<file path="config.mk">
export PLATFORM = sky130hd
export DESIGN_NAME = stream_rr_arbiter_flat
export DESIGN_NICKNAME = d
export VERILOG_FILES = /design/src/rtl/stream_pkg.sv /design/src/rtl/stream_rr_arbiter_if.sv /design/src/rtl/stream_rr_arbiter_rr_pick.sv /design/src/rtl/stream_rr_arbiter.sv /design/src/flat_wrapper.sv
export SDC_FILE = /design/constraint.sdc
export NUM_CORES = 1
export LEC_CHECK = 0
export CAP_MARGIN = 10
export CORE_UTILIZATION = 37
export DETAILED_ROUTE_END_ITERATION = 10
export PLACE_DENSITY = 0.85
export REMOVE_ABC_BUFFERS = 1
export SLEW_MARGIN = 25
export SYNTH_ARGS = -nofsm -noshare
export SYNTH_HDL_FRONTEND = slang
export SYNTH_SLANG_ARGS = --single-unit
</file>
<file path="constraint.sdc">
create_clock -name clk -period 1.8 [get_ports clk]
set_input_delay 0.36 -clock clk [delete_from_list [all_inputs] [get_ports clk]]
set_output_delay 0.36 -clock clk [all_outputs]
set_load 0.02 [all_outputs]
</file>
<file path="src/rtl/stream_pkg.sv">
// rtl/stream_pkg.sv - shared stream arbitration types, state codes and width helper
package stream_pkg;

   localparam logic ST_IDLE = 1'b0;
   localparam logic ST_BUSY = 1'b1;

   typedef enum logic {
      S_IDLE = ST_IDLE,
      S_BUSY = ST_BUSY
   } arb_state_t;

   // Index width that never collapses to zero bits, so N=1 still has a grant port.
   function automatic int clog2_min1(input int n);
      return (n <= 1) ? 1 : $clog2(n);
   endfunction

endpackage

</file>
<file path="src/rtl/stream_rr_arbiter_if.sv">
// rtl/stream_rr_arbiter_if.sv - requester/sink bundle for the packet round-robin arbiter
interface stream_rr_arbiter_if #(
   parameter int DW = 8,
   parameter int N  = 4
);
   localparam int GW = stream_pkg::clog2_min1(N);

   logic [N*DW-1:0] s_data_i;
   logic [N-1:0]    s_valid_i;
   logic [N-1:0]    s_last_i;
   logic [N-1:0]    s_ready_o;
   logic [DW-1:0]   m_data_o;
   logic            m_valid_o;
   logic            m_last_o;
   logic            m_ready_i;
   logic [GW-1:0]   grant_o;
   logic            busy_o;

   modport slave (
      input  s_data_i, s_valid_i, s_last_i, m_ready_i,
      output s_ready_o, m_data_o, m_valid_o, m_last_o, grant_o, busy_o
   );

   modport master (
      output s_data_i, s_valid_i, s_last_i, m_ready_i,
      input  s_ready_o, m_data_o, m_valid_o, m_last_o, grant_o, busy_o
   );

endinterface

</file>
<file path="src/rtl/stream_rr_arbiter_rr_pick.sv">
// rtl/stream_rr_arbiter_rr_pick.sv - round-robin picker: first set request after 'last', wrapping
module rr_pick #(
   parameter int N  = 4,
   parameter int GW = 2
) (
   input  logic [N-1:0]  req,
   input  logic [GW-1:0] last,
   output logic          any,
   output logic [GW-1:0] idx
);

   logic [2*N-1:0] w_dbl;
   logic [2*N-1:0] w_rot;

   // Doubling the vector turns the wrap into a plain shift: bit j of w_rot is req[(last+1+j) % N].
   assign w_dbl = {req, req};
   assign w_rot = w_dbl >> (int'(last) + 1);

   always_comb begin
      any = |req;
      idx = '0;
      // Scan downward so the nearest request after 'last' is the final write.
      for (int j = N - 1; j >= 0; j--) begin
         if (w_rot[j]) begin
            idx = GW'((int'(last) + 1 + j) % N);
         end
      end
   end

endmodule

</file>
<file path="src/rtl/stream_rr_arbiter.sv">
// rtl/stream_rr_arbiter.sv - packet-granular round-robin arbiter of N streams onto one registered sink
module stream_rr_arbiter
   import stream_pkg::*;
#(
   parameter int DW = 8,
   parameter int N  = 4
) (
   input logic                clk,
   input logic                rst,
   stream_rr_arbiter_if.slave bus
);

   localparam int GW = clog2_min1(N);

   arb_state_t    r_state;
   logic [GW-1:0] r_grant;
   logic [GW-1:0] r_last_grant;
   logic          r_busy;
   logic [DW-1:0] r_m_data;
   logic          r_m_valid;
   logic          r_m_last;

   logic          w_any;
   logic [GW-1:0] w_pick;
   logic          w_slot_rdy;
   logic          w_g_valid;
   logic          w_g_last;
   logic [DW-1:0] w_g_data;
   logic          w_accept;
   logic [N-1:0]  w_s_ready;

   rr_pick #(.N(N), .GW(GW)) u_pick (
      .req  (bus.s_valid_i),
      .last (r_last_grant),
      .any  (w_any),
      .idx  (w_pick)
   );

   // Output slot can take a beat if empty or draining this cycle; m_ready_i is the only comb input.
   assign w_slot_rdy = bus.m_ready_i || !r_m_valid;

   always_comb begin
      w_g_valid = 1'b0;
      w_g_last  = 1'b0;
      w_g_data  = '0;
      w_s_ready = '0;
      for (int k = 0; k < N; k++) begin
         if (GW'(k) == r_grant) begin
            w_g_valid    = bus.s_valid_i[k];
            w_g_last     = bus.s_last_i[k];
            w_g_data     = bus.s_data_i[k*DW +: DW];
            w_s_ready[k] = (r_state == S_BUSY) && w_slot_rdy;
         end
      end
   end

   assign w_accept = (r_state == S_BUSY) && w_g_valid && w_slot_rdy;

   always_ff @(posedge clk) begin
      if (rst) begin
         r_state      <= S_IDLE;
         r_grant      <= '0;
         r_last_grant <= GW'(N - 1);
         r_busy       <= 1'b0;
         r_m_data     <= '0;
         r_m_valid    <= 1'b0;
         r_m_last     <= 1'b0;
      end else begin
         if (w_accept) begin
            r_m_data  <= w_g_data;
            r_m_last  <= w_g_last;
            r_m_valid <= 1'b1;
         end else if (bus.m_ready_i) begin
            r_m_valid <= 1'b0;
         end

         case (r_state)
            S_IDLE: begin
               if (w_any) begin
                  r_grant <= w_pick;
                  r_busy  <= 1'b1;
                  r_state <= S_BUSY;
               end
            end
            S_BUSY: begin
               if (w_accept && w_g_last) begin
                  r_last_grant <= r_grant;
                  r_busy       <= 1'b0;
                  r_state      <= S_IDLE;
               end
            end
            default: r_state <= S_IDLE;
         endcase
      end
   end

   assign bus.s_ready_o = w_s_ready;
   assign bus.m_data_o  = r_m_data;
   assign bus.m_valid_o = r_m_valid;
   assign bus.m_last_o  = r_m_last;
   assign bus.grant_o   = r_grant;
   assign bus.busy_o    = r_busy;

endmodule

</file>
<file path="src/flat_wrapper.sv">
// flat-port wrapper written by rule: the top's interface ports become plain ports
module stream_rr_arbiter_flat import stream_pkg::*;
#(
   parameter int DW = 8,
   parameter int N  = 4
)
  (clk, rst, bus_s_data_i, bus_s_valid_i, bus_s_last_i, bus_m_ready_i, bus_s_ready_o, bus_m_data_o, bus_m_valid_o, bus_m_last_o, bus_grant_o, bus_busy_o);
  stream_rr_arbiter_if #(.DW(DW), .N(N)) bus_i ();
  input logic clk;
  input logic rst;
  input wire logic [$bits(bus_i.s_data_i)-1:0] bus_s_data_i;
  input wire logic [$bits(bus_i.s_valid_i)-1:0] bus_s_valid_i;
  input wire logic [$bits(bus_i.s_last_i)-1:0] bus_s_last_i;
  input wire logic [$bits(bus_i.m_ready_i)-1:0] bus_m_ready_i;
  output wire logic [$bits(bus_i.s_ready_o)-1:0] bus_s_ready_o;
  output wire logic [$bits(bus_i.m_data_o)-1:0] bus_m_data_o;
  output wire logic [$bits(bus_i.m_valid_o)-1:0] bus_m_valid_o;
  output wire logic [$bits(bus_i.m_last_o)-1:0] bus_m_last_o;
  output wire logic [$bits(bus_i.grant_o)-1:0] bus_grant_o;
  output wire logic [$bits(bus_i.busy_o)-1:0] bus_busy_o;
  assign bus_i.s_data_i = bus_s_data_i;
  assign bus_i.s_valid_i = bus_s_valid_i;
  assign bus_i.s_last_i = bus_s_last_i;
  assign bus_i.m_ready_i = bus_m_ready_i;
  assign bus_s_ready_o = bus_i.s_ready_o;
  assign bus_m_data_o = bus_i.m_data_o;
  assign bus_m_valid_o = bus_i.m_valid_o;
  assign bus_m_last_o = bus_i.m_last_o;
  assign bus_grant_o = bus_i.grant_o;
  assign bus_busy_o = bus_i.busy_o;
  stream_rr_arbiter #(.DW(DW), .N(N)) u_core (.clk(clk), .rst(rst), .bus(bus_i));
endmodule
</file>
* Word-level counts from Yosys, hierarchy flattened
Index checks and enable logic that the tools add are counted.
Widths: inputs -> output; s select.
** Storage, ports and cells
- Memories :: 0
- Bits of input ports :: 43
- Output and inout bits :: 17
- Logic and storage cells :: 58
- ROM bits :: 0
- Latch bits :: 0
- RAM bits :: 0
- Register bits :: 16
** Cells by class
- Divide/modulo/power cells :: 0
- Shift-type cells :: 1
- Equality and inequality tests :: 5
- Multiplexer cells :: 28
- $add $sub $neg :: 4
- $lt $le $gt $ge :: 0
- Multiply operators :: 0
- Reductions and logical operators :: 12
- Bitwise gates (word level) :: 1
** Operator list (count)
- $mux 8 :: 4
- $mux 1 :: 18
- $mux 2 :: 4
- $shr 8x3->4 :: 1
- $reduce_and 2->1 :: 3
- $add 2x2->2 const B :: 2
- $eq 2x2->1 const A :: 2
- $logic_and 1x1->1 :: 4
- $ne 2x2->1 const B :: 2
- $pmux 1 s2 :: 2
- $reduce_or 4->1 :: 1
- $add 2x1->3 const B :: 1
- $add 2x1->2 const B :: 1
- $eq 1x2->1 const A :: 1
- $logic_not 2->1 :: 1
- $reduce_bool 2->1 :: 1
- $logic_not 1->1 :: 1
- $logic_or 1x1->1 :: 1
- $not 1->1 :: 1

* Logic depth before layout (Yosys ltp)
- Word-level depth :: 10
- Gate-level depth with buffers :: 7
- Depth with buffers taken out :: 5

* Hierarchy
A second synthesis with hierarchy kept.
** Second synthesis, totals
- Cells, all modules :: 111
- Area total of the unflattened synthesis :: 1036.0 um^2
** By module, submodules not included
- stream_rr_arbiter :: area an instance 957.2 um^2, instances 1, cells an instance 97, seq. area each 320.3 um^2
- rr_pick :: area an instance 78.8 um^2, instances 1, cells an instance 14, seq. area each 0.0 um^2

* Worst setup path after synthesis
OpenSTA, ideal clock, no wires.
- Path kind :: reg2out
- From :: reg u_core.r_grant[1], in the netlist u_core.bus.grant_o[1]
- To :: out bus_s_ready_o[0]
- Slack :: 0.132 ns
- Cell stages (with the launch flop) :: 4
- Arrival time :: 1.308 ns
- Path buffers :: 2
- Required time :: 1.440 ns
- Cell sequence :: dfxtp_1 > buf_2 > clkbuf_1 > nor3b_1
** On the way
- Cells in the longest elaborated chain, start to end :: 2
** RTL lines
- start: declaration :: RTL line stream_rr_arbiter.sv:16 : logic [GW-1:0] r_grant;
- start signal: assignment :: RTL line stream_rr_arbiter.sv:80 : r_grant <= w_pick;
- $logic_not 2->1 :: RTL line stream_rr_arbiter.sv:48 : if (GW'(k) == r_grant) begin
- $mux 1 :: RTL line stream_rr_arbiter.sv:48
- end: declaration :: RTL line flat_wrapper.sv:15 : output wire logic [$bits(bus_i.s_ready_o)-1:0] bus_s_ready_o;
No other way between the ends.

* Worst setup path in the final report
- From :: in bus_s_valid_i[1]
- To :: reg u_core.r_grant[1], in the netlist u_core.bus.grant_o[1]
** On the way
- Cells in the longest elaborated chain, start to end :: 5
- Elaborated cells between the ends (all ways) :: 7
- Classes of those cells :: 1 x shift; 4 x mux; 2 x reduce/logical
** RTL lines
- start: declaration :: RTL line flat_wrapper.sv:12 : input wire logic [$bits(bus_i.s_valid_i)-1:0] bus_s_valid_i;
- $shr 8x3->4 :: RTL line stream_rr_arbiter_rr_pick.sv:17 : assign w_rot = w_dbl >> (int'(last) + 1);
- $mux 2 (4 in a row) :: RTL line stream_rr_arbiter_rr_pick.sv:24 : if (w_rot[j]) begin
Parallel ways exist; a longest one is shown, timed or not.
A chain may end at the register's enable or synchronous reset.

==> flow_summary_export.csv <==
group,metric,value,unit
sta,fin_skew,0.005644,ns
sta,setup_violations,0,
finish,multi_input_area,619.3,um^2
power,p_switching,363.8,uW
placed_design,port_buffers,59,
power,comb_power_share,0.416,
finish,insertedDiodeCount,0,
finish,area_delta_synth_final,75.70,%
sta,final-hold-violation-count,0,
finish,nets,215,
finish,drive_above_1_share,0.2398,
detailed_routing,wl,2976,um
detailed_routing,drt_iter0_drc,38,
power,peakVddDrop,383.3,uV
finish,seq_area,322.8,um^2
critical_path,critPathArrivalTime,1.90,ns
sta,tightest_slew,0.5367,ns
clock_network,clock_path_buffers,2,
power,seqPwrFrac,0.369,
critical_path,critPathLaunchType,"input port",
power,swShare,0.3113,
synth,seq_area_frac_synth,0.3257,
finish,fillers,197,
global_routing,grt.overflow.total,0,
sta,timing.final.crit_share,0.9526,
outcome,status,"complete, no violations",
critical_path,crit_required,1.99,ns
detailed_routing,vias,1071,
synth,yosysTopAreaCell,"dfxtp_1",
synth,synth_cell_types,29,
sta,finalMaxSlewViolations,0,
clock_network,clock_latency,0.29,ns
synth,synth-seq-cells,16,
power,leakagePower,0.0006955,uW
global_routing,grt_pass1_vias,1081,
critical_path,critical_path_class,"input port to flop",
synth,yosys-top-cells-area,"dfxtp_1 (33%), mux4_2 (21%), mux2i_1 (11%), nor2_1 (8.8%), and3_1 (2.5%)",
floorplan,rows,18,
global_routing,antenna_found_initial,0,
critical_path,critical_path.endpoint_type,"flop",
synth,netlist_area,983.4,um^2
sta,grt_setup_unrepaired,"false",
clock_network,cts.sinks,16,
min_path,min-delay-path-class,"input port to flop",
placed_design,dp_hpwl,2240,um
floorplan,initial_core_util,0.3934,
floorplan,die_w,53.56,um
detailed_routing,wl_per_cell,14.81,um
detailed_routing,ant_nets,0,
sta,max_freq,583.2,MHz
power,clkPwrFrac,0.216,
clock_network,cts_tree,"built",
job,drv_cap,0,
clock_network,clock-root-buffer,"clkbuf_4",
detailed_routing,via_per_inst,5.328,
synth,postSynthAreaPerCell,9.642,um^2
sta,holdWs,0.4474,ns
sta,relSlewSlack,0.6389,
synth,synthCells,102,
floorplan,core-area,2500,um^2
critical_path,crit_fanout,4,
global_routing,grtUsageTotal,0.2206,
floorplan,dieArea,2868,um^2
global_routing,grt_max_degree,19,
detailed_routing,first_pass_iters,5,
sta,tns,0,ns
clock_network,numCtsBuffers,3,
global_routing,grt_pass1_wl,4491,um
clock_network,ctsHtreeMaxLevel,1,
detailed_routing,drc,0,
placed_design,place_congestion,0.8498,
floorplan,die_h,53.56,um
synth,ys_warn_count,0,
floorplan,ios,60,
placed_design,placed_cells,196,
sta,fin_crit,1.715,ns
synth,yosysTopAreaCellShare,0.3257,
clock_network,clk_pin_slew_worst_paths,0.11,ns
finish,stdcell_count,201,
power,intPower,804.7,uW
power,p_per_area,676.3,nW/um^2
[synth_stat cells, drive strengths merged]
master and instances:
a2111oi 1, a211oi 1, a21oi 4, a22o 1
a31o 1, and2 2, and3 4, buf 6
clkbuf 2, dfxtp 16, inv 5, mux2i 11
mux4 9, nand2 2, nand2b 1, nor2 23
nor2b 2, nor3 3, nor3b 1, nor4 1
o21ai 3, o22ai 1, o32ai 1, or4 1
[kinds of logic after synthesis]
| group | Yosys count | share of synthesized area |
|---|---|---|
| compound gates | 13 | 0.08525 |
| buf+inv | 13 | 0.07124 |
| mux | 20 | 0.3181 |
| simple gates | 40 | 0.1997 |
| flops | 16 | 0.3257 |
[registers in the layout, indices dropped and copies added (netlist names)]
signal / flops
u_core.bus.m_data_o: 8
u_core.bus.grant_o: 2
u_core.r_last_grant: 2
u_core.bus.busy_o: 1
u_core.bus.m_last_o: 1
u_core.bus.m_valid_o: 1
u_core.r_state: 1
[repair_timing]
| action | in CTS | in global routing |
|---|---|---|
| hold buffers | 0 | 0 |
| buffers inserted | 1 | 0 |
| pin swaps | 2 | 0 |
| resized for setup | 25 | 9 |
| cloned | 0 | 0 |
| endpoints found under the setup margin | 5 | 4 |
[layer usage]
metal / routed length (um) / GRT usage
met3: 247 / 0.05367
met1: 1161 / 0.2343
met4: 25 / 0.09211
met2: 1541 / 0.4104
met5: 0 / 0
[layout make-up]
class                           instances  area share
Sequential cell                        16      0.1868
Tap cell                               30     0.02172
Timing Repair Buffer                   73      0.4012
Inverter                                5     0.01086
Multi-Input combinational cell         73      0.3584
Clock buffer                            4     0.02100
[power by group through the flow]
stage               clock (uW)  combinational [uW]  sequential [uW]
floorplan                    0                 175              481
global placement             0                 464              429
detailed placement           0                 477              431
CTS                        256                 477              427
global route               277                 520              437
finish                     252                 486              431
[worst max-delay path, stage by stage]
cell and delay [ns]:
clkdlybuf4s50_1 0.46, buf_4 0.16, nor4_1 0.47, nor2_1 0.16, o32ai_1 0.30
[cell usage in the layout, fill, tap and decap left out, types with 2 or more instances in the layout]
cell	count
clkdlybuf4s50_1	52
buf_4	16
inv_1	4
dfxtp_1	14
mux4_2	9
dfxtp_2	2
o21ai_0	3
a21oi_1	4
nor3_2	2
nor2b_1	2
buf_6	2
and3_1	4
nor2_1	22
clkbuf_4	3
mux2i_1	11
dlygate4sd2_1	2
[path summary, 6_finish.rpt]
check	slack [ns]	cells after the start	to	from
hold reg to reg	0.50	2	u_core.bus.m_data_o[0]$_SDFFE_PP0P_	u_core.bus.m_data_o[0]$_SDFFE_PP0P_
hold / removal	0.45	4	u_core.bus.m_valid_o$_SDFFE_PP0P_	bus_m_ready_i
setup / recovery	0.09	5	u_core.bus.grant_o[1]$_SDFFE_PP0P_	bus_s_valid_i[1]
setup reg to reg	0.20	4	u_core.r_last_grant[0]$_SDFFE_PP1P_	u_core.bus.grant_o[0]$_SDFFE_PP0P_
[through the flow]
step	power [uW]	setup WS [ns]	util	area [um^2]
2_1_floorplan	656.0	-0.4188	-	932.1
3_3_place_gp	893.3	-0.4816	0.6632	1658
3_5_place_dp	908.0	-0.5144	0.6632	1658
4_1_cts	1160	0.003426	0.6802	1700
5_1_grt	1234	0.05964	0.6912	1728
6_report	1169	0.08529	0.6912	1728
(Power assumes the default switching activity.)
